`src/rtl/div3_res_sched_if.sv`:
```
// Request/response bundle for div3_res_sched: per-requester valid/ready with
// packed 32-bit operands, plus one tagged mod-3 response channel.
interface div3_res_sched_if #(
    parameter int N_REQ = 4,
    parameter int ID_W  = 2
);
    logic [N_REQ-1:0]    req_valid;
    logic [32*N_REQ-1:0] req_x;
    logic [N_REQ-1:0]    req_ready;
    logic                rsp_valid;
    logic [ID_W-1:0]     rsp_id;
    logic [1:0]          rsp_r;
    logic                rsp_ready;

    modport master (
        output req_valid, req_x, rsp_ready,
        input  req_ready, rsp_valid, rsp_id, rsp_r
    );

    modport slave (
        input  req_valid, req_x, rsp_ready,
        output req_ready, rsp_valid, rsp_id, rsp_r
    );
endinterface

```
`src/rtl/div3_res_sched.sv`:
```
// Round-robin scheduler sharing one X mod 3 residue unit between N_REQ requesters.
// Optional DIV3_SCHED_STATS_EN adds saturating grant/stall counters.
module div3_res_sched #(
    parameter int N_REQ = 4,
    parameter int ID_W  = 2
) (
    input  logic             clk,
    input  logic             rst_n,
    div3_res_sched_if.slave  bus
`ifdef DIV3_SCHED_STATS_EN
    ,
    output logic [15:0]      grant_cnt,
    output logic [15:0]      stall_cnt
`endif
);

    // Base-4 digit folding: 4^k == 1 (mod 3), so digit sums preserve the residue.
    function automatic logic [1:0] mod3(input logic [31:0] x);
        logic [5:0] s1;
        logic [3:0] s2;
        logic [2:0] s3;
        s1 = '0;
        for (int i = 0; i < 16; i++) begin
            s1 = s1 + {4'b0, x[2*i +: 2]};
        end
        s2 = {2'b0, s1[1:0]} + {2'b0, s1[3:2]} + {2'b0, s1[5:4]};
        s3 = {1'b0, s2[1:0]} + {1'b0, s2[3:2]};
        mod3 = (s3 >= 3'd3) ? 2'(s3 - 3'd3) : s3[1:0];
    endfunction

    function automatic logic [15:0] sat_inc(input logic [15:0] c);
        sat_inc = (c == 16'hFFFF) ? c : c + 16'd1;
    endfunction

    logic            vld_p1, vld_p2, arb_en;
    logic [ID_W-1:0] id_p1, id_p2, ptr;
    logic [31:0]     x_p1;
    logic [1:0]      r_p2;

    logic            move2, can_accept, gnt_hit, gnt_vld;
    logic [ID_W-1:0] gnt_id, ptr_nxt;
    logic [31:0]     gnt_x;
    logic [N_REQ-1:0] ready_vec;

    assign move2      = vld_p1 & (~vld_p2 | bus.rsp_ready);
    assign can_accept = ~vld_p1 | move2;
    assign gnt_vld    = arb_en & can_accept & gnt_hit;

    // Arbitration: rotate search starting at ptr
    always_comb begin
        gnt_hit = 1'b0;
        gnt_id  = '0;
        for (int k = 0; k < N_REQ; k++) begin
            int idx;
            idx = int'(ptr) + k;
            if (idx >= N_REQ) idx = idx - N_REQ;
            if (!gnt_hit && bus.req_valid[idx[ID_W-1:0]]) begin
                gnt_hit = 1'b1;
                gnt_id  = idx[ID_W-1:0];
            end
        end
    end

    always_comb begin
        ready_vec = '0;
        if (gnt_vld) ready_vec[gnt_id] = 1'b1;
    end

    assign gnt_x   = bus.req_x[int'(gnt_id)*32 +: 32];
    assign ptr_nxt = (gnt_id == ID_W'(N_REQ - 1)) ? '0 : gnt_id + ID_W'(1);

    assign bus.req_ready = ready_vec;
    assign bus.rsp_valid = vld_p2;
    assign bus.rsp_id    = id_p2;
    assign bus.rsp_r     = r_p2;

    // arb_en keeps req_ready low on the first cycle after reset release.
    always_ff @(posedge clk or negedge rst_n) begin
        if (!rst_n) begin
            arb_en <= 1'b0;
            ptr    <= '0;
        end else begin
            arb_en <= 1'b1;
            if (gnt_vld) ptr <= ptr_nxt;
        end
    end

    // Stage p1: granted operand
    always_ff @(posedge clk or negedge rst_n) begin
        if (!rst_n) begin
            vld_p1 <= 1'b0;
            id_p1  <= '0;
            x_p1   <= '0;
        end else if (gnt_vld) begin
            vld_p1 <= 1'b1;
            id_p1  <= gnt_id;
            x_p1   <= gnt_x;
        end else if (move2) begin
            vld_p1 <= 1'b0;
        end
    end

    // Stage p2: registered residue and tag
    always_ff @(posedge clk or negedge rst_n) begin
        if (!rst_n) begin
            vld_p2 <= 1'b0;
            id_p2  <= '0;
            r_p2   <= '0;
        end else if (move2) begin
            vld_p2 <= 1'b1;
            id_p2  <= id_p1;
            r_p2   <= mod3(x_p1);
        end else if (bus.rsp_ready & vld_p2) begin
            vld_p2 <= 1'b0;
        end
    end

`ifdef DIV3_SCHED_STATS_EN
    always_ff @(posedge clk or negedge rst_n) begin
        if (!rst_n) begin
            grant_cnt <= '0;
            stall_cnt <= '0;
        end else begin
            if (gnt_vld) grant_cnt <= sat_inc(grant_cnt);
            if (vld_p2 & ~bus.rsp_ready) stall_cnt <= sat_inc(stall_cnt);
        end
    end
`endif

endmodule

```
`src/flat_wrapper.sv`:
```
// flat-port wrapper written by rule: the top's interface ports become plain ports
module div3_res_sched_flat 
#(
    parameter int N_REQ = 4,
    parameter int ID_W  = 2
)
  (clk, rst_n, bus_req_valid, bus_req_x, bus_rsp_ready, bus_req_ready, bus_rsp_valid, bus_rsp_id, bus_rsp_r);
  div3_res_sched_if #(.N_REQ(N_REQ), .ID_W(ID_W)) bus_i ();
  input  logic clk;
  input  logic rst_n;
  input wire logic [$bits(bus_i.req_valid)-1:0] bus_req_valid;
  input wire logic [$bits(bus_i.req_x)-1:0] bus_req_x;
  input wire logic [$bits(bus_i.rsp_ready)-1:0] bus_rsp_ready;
  output wire logic [$bits(bus_i.req_ready)-1:0] bus_req_ready;
  output wire logic [$bits(bus_i.rsp_valid)-1:0] bus_rsp_valid;
  output wire logic [$bits(bus_i.rsp_id)-1:0] bus_rsp_id;
  output wire logic [$bits(bus_i.rsp_r)-1:0] bus_rsp_r;
  assign bus_i.req_valid = bus_req_valid;
  assign bus_i.req_x = bus_req_x;
  assign bus_i.rsp_ready = bus_rsp_ready;
  assign bus_req_ready = bus_i.req_ready;
  assign bus_rsp_valid = bus_i.rsp_valid;
  assign bus_rsp_id = bus_i.rsp_id;
  assign bus_rsp_r = bus_i.rsp_r;
  div3_res_sched #(.N_REQ(N_REQ), .ID_W(ID_W)) u_core (.clk(clk), .rst_n(rst_n), .bus(bus_i));
endmodule
```
`config.mk`:
```
export PLATFORM = sky130hd
export DESIGN_NAME = div3_res_sched_flat
export DESIGN_NICKNAME = d
export VERILOG_FILES = /design/src/rtl/div3_res_sched_if.sv /design/src/rtl/div3_res_sched.sv /design/src/flat_wrapper.sv
export SDC_FILE = /design/constraint.sdc
export NUM_CORES = 1
export LEC_CHECK = 0
export ABC_AREA = 1
export CAP_MARGIN = 40
export CELL_PAD_IN_SITES_DETAIL_PLACEMENT = 0
export CELL_PAD_IN_SITES_GLOBAL_PLACEMENT = 1
export CORE_MARGIN = 2
export CORE_UTILIZATION = 33
export CTS_BUF_LIST = sky130_fd_sc_hd__clkbuf_2
export CTS_CLUSTER_DIAMETER = 30
export DETAILED_ROUTE_END_ITERATION = 10
export PLACE_DENSITY_LB_ADDON = 0.05
export SLEW_MARGIN = 30
export SYNTH_ARGS = -nofsm -noshare
export SYNTH_HDL_FRONTEND = slang
export SYNTH_SLANG_ARGS = --single-unit
```
`constraint.sdc`:
```
create_clock -name clk -period 9.4 [get_ports clk]
set_clock_uncertainty 0.15 [all_clocks]
set_input_delay 1.88 -clock clk [delete_from_list [all_inputs] [get_ports clk]]
set_output_delay 1.88 -clock clk [all_outputs]
set_load 0.01 [all_outputs]
```
# Yosys cells after proc, flatten, opt, wreduce, memory -nomap -nowiden
# Cells that the tools add are included.
# Widths: inputs -> output; s select.
totals:
  mem_bits_rw: 0
  word_cells: 94
  memories: 0
  latch_bits: 0
  inputBits: 135
  rom_bits: 0
  ff_bits: 43
  out_inout_bits: 9
op_classes:
  n_eq_ne: 1
  n_mul: 0
  n_reduce_logical: 9
  div_mod_pow: 0
  shift: 1
  order_cmp: 11
  n_mux: 29
  bitwise_logic: 8
  n_addsub: 27
ops:
  columns: ["operator", "n"]
  rows:
  - ["$shiftx 128x8->32", 1]
  - ["$add 6x2->6", 14]
  - ["$mux 2", 10]
  - ["$lt 2x3->1 const B", 5]
  - ["$mux 1", 13]
  - ["$add 2x2->3", 3]
  - ["$ge 3x3->1 const B", 3]
  - ["$bmux 1 s2", 4]
  - ["$sub 2x1->2 const B", 4]
  - ["$add 2x2->3 const B", 2]
  - ["$add 4x2->4", 1]
  - ["$and 1x1->1", 4]
  - ["$logic_and 1x1->1", 4]
  - ["$mux 4", 1]
  - ["$reduce_bool 2->1", 2]
  - ["$add 2x1->3 const B", 1]
  - ["$ge 2x3->1 const B", 1]
  - ["$ge 3x2->1 const B", 1]
  - ["$logic_not 1->1", 3]
  - ["$add 2x1->2 const B", 1]
  - ["$demux 1 s2", 1]
  - ["$eq 2x2->1 const B", 1]
  - ["$ge 2x1->1 const B", 1]
  - ["$not 1->1", 2]
  - ["2 further kinds", 3]

# Logic depth before layout (Yosys ltp)
logic_depth:
  depth_word: 20
  mapped_depth: 26
  depth_no_buf: 26

# Worst setup path before layout
# OpenSTA, ideal clock, no wires.
synth_timing:
  path_kind: "flip-flop to flip-flop"
  start: "register u_core.x_p1[0]"
  end: "register u_core.r_p2[1] (netlist: u_core.bus.rsp_r[1])"
  period_less_slack_ns: 7.041
  slack_ns: 2.359
  path_stages_with_launch: 26
  arrival_time_ns: 6.764
  t_required_ns: 9.124
  setup_ns: 0.126
  path_cell_list: "dfrtp_1 > ha_1 > inv_1 > fa_1 > inv_1 > fa_1 > fa_1 > fa_1 > fa_1 > inv_1 > fa_1 > inv_1 > ha_1 > fa_1 > ha_1 > fa_1 > fa_1 > xor2_1 > ha_1 > fa_1 > ha_1 > nor2_1 > o21ai_0 > inv_1 > o21ai_0 > o21ai_0"
synth_between:
  elab_chain_cells: 20
  word_cells_on_any_way: 21
synth_lines:
  columns: ["item", "line", "text"]
  rows:
  - ["from (decl)", "div3_res_sched.sv:37", "logic [31:0] x_p1;"]
  - ["from (signal assigned)", "div3_res_sched.sv:97", "x_p1 <= gnt_x;"]
  - ["$add 2x2->3 *", "div3_res_sched.sv:24", "s1 = s1 + {4'b0, x[2*i +: 2]};"]
  - ["$add 6x2->6 * (14 in series)", "div3_res_sched.sv:24", null]
  - ["$add 2x2->3", "div3_res_sched.sv:26", "s2 = {2'b0, s1[1:0]} + {2'b0, s1[3:2]} + {2'b0, s1[5:4]};"]
  - ["$add 4x2->4 *", "div3_res_sched.sv:26", null]
  - ["$add 2x2->3 *", "div3_res_sched.sv:27", "s3 = {1'b0, s2[1:0]} + {1'b0, s2[3:2]};"]
  - ["$ge 3x2->1 or $sub 2x2->2 (tied branches)", "div3_res_sched.sv:28", "mod3 = (s3 >= 3'd3) ? 2'(s3 - 3'd3) : s3[1:0];"]
  - ["$mux 2 *", "div3_res_sched.sv:28", null]
  - ["to (signal assigned)", "div3_res_sched.sv:112", "r_p2 <= mod3(x_p1);"]
  - ["to (decl)", "div3_res_sched.sv:38", "logic [1:0] r_p2;"]
# Every way passes the cells marked *; elsewhere a longest branch is shown, timed or not.
# A chain may end at the register's enable or synchronous reset.

# Worst setup path in the final report
# Ends and elaborated chain as after synthesis.

==> results.json <==
{
  "route.vias.total": 4076,
  "placed_cells": 869,
  "timing.max_slew.rel_slack_pct": 49.7,
  "postRouteWirelength_mm": 11.8,
  "critPathKind": "reg2reg",
  "postSynthAreaPerCell_um2": 7.03,
  "worstPathBufferInverterCount": 5,
  "floorplan.initialDensity_pct": 34.0,
  "reg2reg_from": "u_core.x_p1[0]",
  "timing.critical_path.fanout_max": 3,
  "worst-path-stages": 25,
  "post_cts_buffers": 0,
  "numCtsBuffers": 5,
  "cp-start-kind": "flop",
  "number_of_global_route_vias_before_repair": 4094,
  "dieWidth_um": 116,
  "critical_path_required_ns": 9.59,
  "synth-seq-cells": 43,
  "finalNetCount": 891,
  "placeable_area_um2": 12100,
  "drt_first_pass_iters": 4,
  "grt-ovfl-total": 0,
  "die_y_um": 116,
  "cts_tree": "built",
  "postSynthNetCount": 768,
  "post-route-period-util_pct": 78.6,
  "gr-usage-all-layers_pct": 18.5,
  "drc": 0,
  "final_period_minus_worst_setup_slack_ns": 7.39,
  "post_route_cells_drive_above_1_share_pct": 3.66,
  "setup-tns-final_ns": 0,
  "antenna_violating_nets_post_route": 0,
  "gpl.final_weighted_congestion": 0.786,
  "postSynthCellCount": 586,
  "fin_util_pct": 46.8,
  "flow.area_growth_from_synthesis_pct": 37.5,
  "worst_setup_path_startpoint": "u_core.x_p1[0]",
  "routed_wire_length_per_instance_um": 13.5,
  "maxSlewViolCount": 0,
  "largest_net_degree_at_the_start_of_global_routing": 55,
  "worst_setup_hold_path_clk_slew_ns": 0.24,
  "cts.root.buffer_cell": "clkbuf_2",
  "seq_area_frac_synth_pct": 26.1,
  "timing.critical_path.mode_cell": "fa_1",
  "maxCapViolations": 0,
  "floorplan.rows": 40,
  "cts_repair_resize_count": 0,
  "timing.final.setup_violations": 0,
  "grt_pass1_wl_mm": 19.7,
  "clock_insertion_delay_worst_skew_ns": 0.42,
  "worst-r2r-cell-count": 25,
  "reg2reg_slack_ns": 2.01,
  "status": "finished clean",
  "end_kind": "flop",
  "timing.critical_path.max_delay_family": "adder cells",
  "portBuffers": 143,
  "post-dp-hpwl_mm": 9.00,
  "postCtsHoldBufs": 0,
  "worst_path_max_delay_cell": "fa_1",
  "number_of_antenna_violations_at_the_first_check_in_global_routing": 0,
  "worst_setup_timing_slack_at_the_placement_stage_ns": 2.06,
  "timing.final.ws_setup_ns": 2.01,
  "worst-slew-pin-transition_ns": 0.753,
  "crit_arrival_ns": 7.58,
  "synth_area_um2": 4120,
  "cts.sinks": 43,
  "max_freq_ghz": 0.135,
  "drt-initial-drc-count": 191,
  "yosysWarningCount": 0,
  "capture_point_of_the_worst_path": "u_core.bus.rsp_r[1]",
  "viasPerCell": 4.64,
  "clk_path_buf_depth": 2,
  "final_cells": 879,
  "type_of_the_most_critical_hold_path": "reg2reg",
  "number_of_i_o_pins": 144,
  "cpPeakStageDelay_ns": 0.54,
  "htreeDepth": 2,
  "synth.lib_cells_used.distinct": 26,
  "grt_setup_unrepaired": "false",
  "timing.final.hold_violations": 0,
  "die_area_um2": 13400,
  "timing.rr.end": "u_core.bus.rsp_r[1]"
}
## state kept, by name, summed over array words and instances (netlist names)
signal                count
u_core.arb_en             1
u_core.bus.rsp_id         2
u_core.x_p1              32
u_core.ptr                2
u_core.bus.rsp_valid      1
u_core.id_p1              2
u_core.bus.rsp_r          2
u_core.vld_p1             1
## worst min path at each step
stage               cells after the start  slack [ns]                    to                 start
floorplan                               2        0.29  u_core.bus.rsp_id[0]       u_core.id_p1[0]
global placement                        2        0.32       u_core.x_p1[11]       u_core.x_p1[11]
detailed placement                      2        0.32  u_core.bus.rsp_id[0]  u_core.bus.rsp_id[0]
CTS                                     2        0.37  u_core.bus.rsp_id[0]  u_core.bus.rsp_id[0]
global route                            2        0.39       u_core.x_p1[11]       u_core.x_p1[11]
finish                                  2        0.36  u_core.bus.rsp_id[1]  u_core.bus.rsp_id[1]
## metal layers
layer,global-route usage [%],share of wire (%),vias to the layer above
li1,-,-,2084
met1,25.6,48,1849
met2,30.6,44,133
met3,3.29,7.0,10
met4,3.73,0.88,0
met5,0,0,-
## area by class of cell
class | instances | area, um2
diodes | 1 | 2.50
fillers | 1301 | 6450
repair buffers | 147 | 1470
clock inverters | 3 | 15.0
inverters | 67 | 256
flip-flops and latches | 43 | 1080
multi-input cells | 445 | 2610
well taps | 168 | 210
clock buffers | 5 | 25.0
## kinds of logic (layout without fill, tap and decap cells)
group	Yosys count	in the layout	share of synthesized area [%]
AO/OA/AOI/OAI	25	25	3.89
XOR/XNOR	3	3	0.638
adder cells (fa/ha/maj)	47	47	19.7
buffers and inverters	98	222	10.9
flip-flops	43	43	26.1
other	1	2	0.0910
AND/OR/NAND/NOR	369	369	38.6
## per-stage QoR
step | cell area (um2) | hold WS (ns)
3_3_place_gp | 5600 | 0.317
2_1_floorplan | 4120 | 0.293
4_1_cts | 5650 | 0.366
6_report | 5660 | 0.364
3_5_place_dp | 5610 | 0.320
5_1_grt | 5660 | 0.386
## worst register-to-register path: stages, from the launching register on
cell     delay [ns]
dfrtp_1        0.44
ha_1           0.20
inv_1          0.06
fa_1           0.40
inv_1          0.07
fa_1           0.43
fa_1           0.52
fa_1           0.52
fa_1           0.54
inv_1          0.05
fa_1           0.49
inv_1          0.04
ha_1           0.22
fa_1           0.46
ha_1           0.21
fa_1           0.49
fa_1           0.42
xor2_1         0.16
ha_1           0.20
fa_1           0.48
ha_1           0.20
nor2_1         0.09
o21ai_0        0.13
inv_1          0.10
o21ai_0        0.08
o21ai_0        0.14
## synthesized netlist by cell type
cell type / instances / share of area [%]
nand3_2: 1 / 0.24
ha_1: 17 / 5.2
xor2_1: 3 / 0.64
clkinv_1: 1 / 0.091
nand3_4: 1 / 0.43
nand2_4: 1 / 0.27
o22ai_1: 1 / 0.15
o21bai_1: 11 / 2.0
inv_6: 1 / 0.21
conb_1: 1 / 0.091
inv_1: 64 / 5.8
fa_1: 30 / 15
inv_2: 1 / 0.091
dfrtp_1: 43 / 26
a21oi_1: 3 / 0.36
nand2_2: 8 / 1.2
nand3_1: 125 / 15
buf_4: 3 / 0.55
o21a_1: 1 / 0.18
nand2_1: 191 / 17
buf_6: 6 / 1.6
buf_2: 17 / 2.1
nor2_1: 42 / 3.8
a21oi_2: 1 / 0.21
o21ai_0: 8 / 0.97
clkbuf_1: 5 / 0.46
## cell usage in the layout (no fill, tap or decap)
| cell type | n |
|---|---|
| a21oi_1 | 2 |
| a21oi_4 | 2 |
| buf_4 | 4 |
| buf_8 | 1 |
| clkbuf_2 | 5 |
| clkdlybuf4s50_1 | 142 |
| clkinv_1 | 3 |
| clkinvlp_4 | 1 |
| conb_1 | 1 |
| dfrtp_1 | 43 |
| diode_2 | 1 |
| fa_1 | 30 |
| ha_1 | 17 |
| inv_1 | 64 |
| inv_2 | 1 |
| inv_6 | 1 |
| nand2_1 | 191 |
| nand2_2 | 8 |
| nand2_4 | 1 |
| nand3_1 | 125 |
| nand3_2 | 1 |
| nand3_4 | 1 |
| nor2_1 | 42 |
| o21a_1 | 1 |
| o21ai_0 | 8 |
| o21bai_1 | 11 |
| o22ai_1 | 1 |
| xor2_1 | 3 |
Power is not shown: default switching activity piles up to over one toggle a cycle in this logic, so the estimate is an artifact.
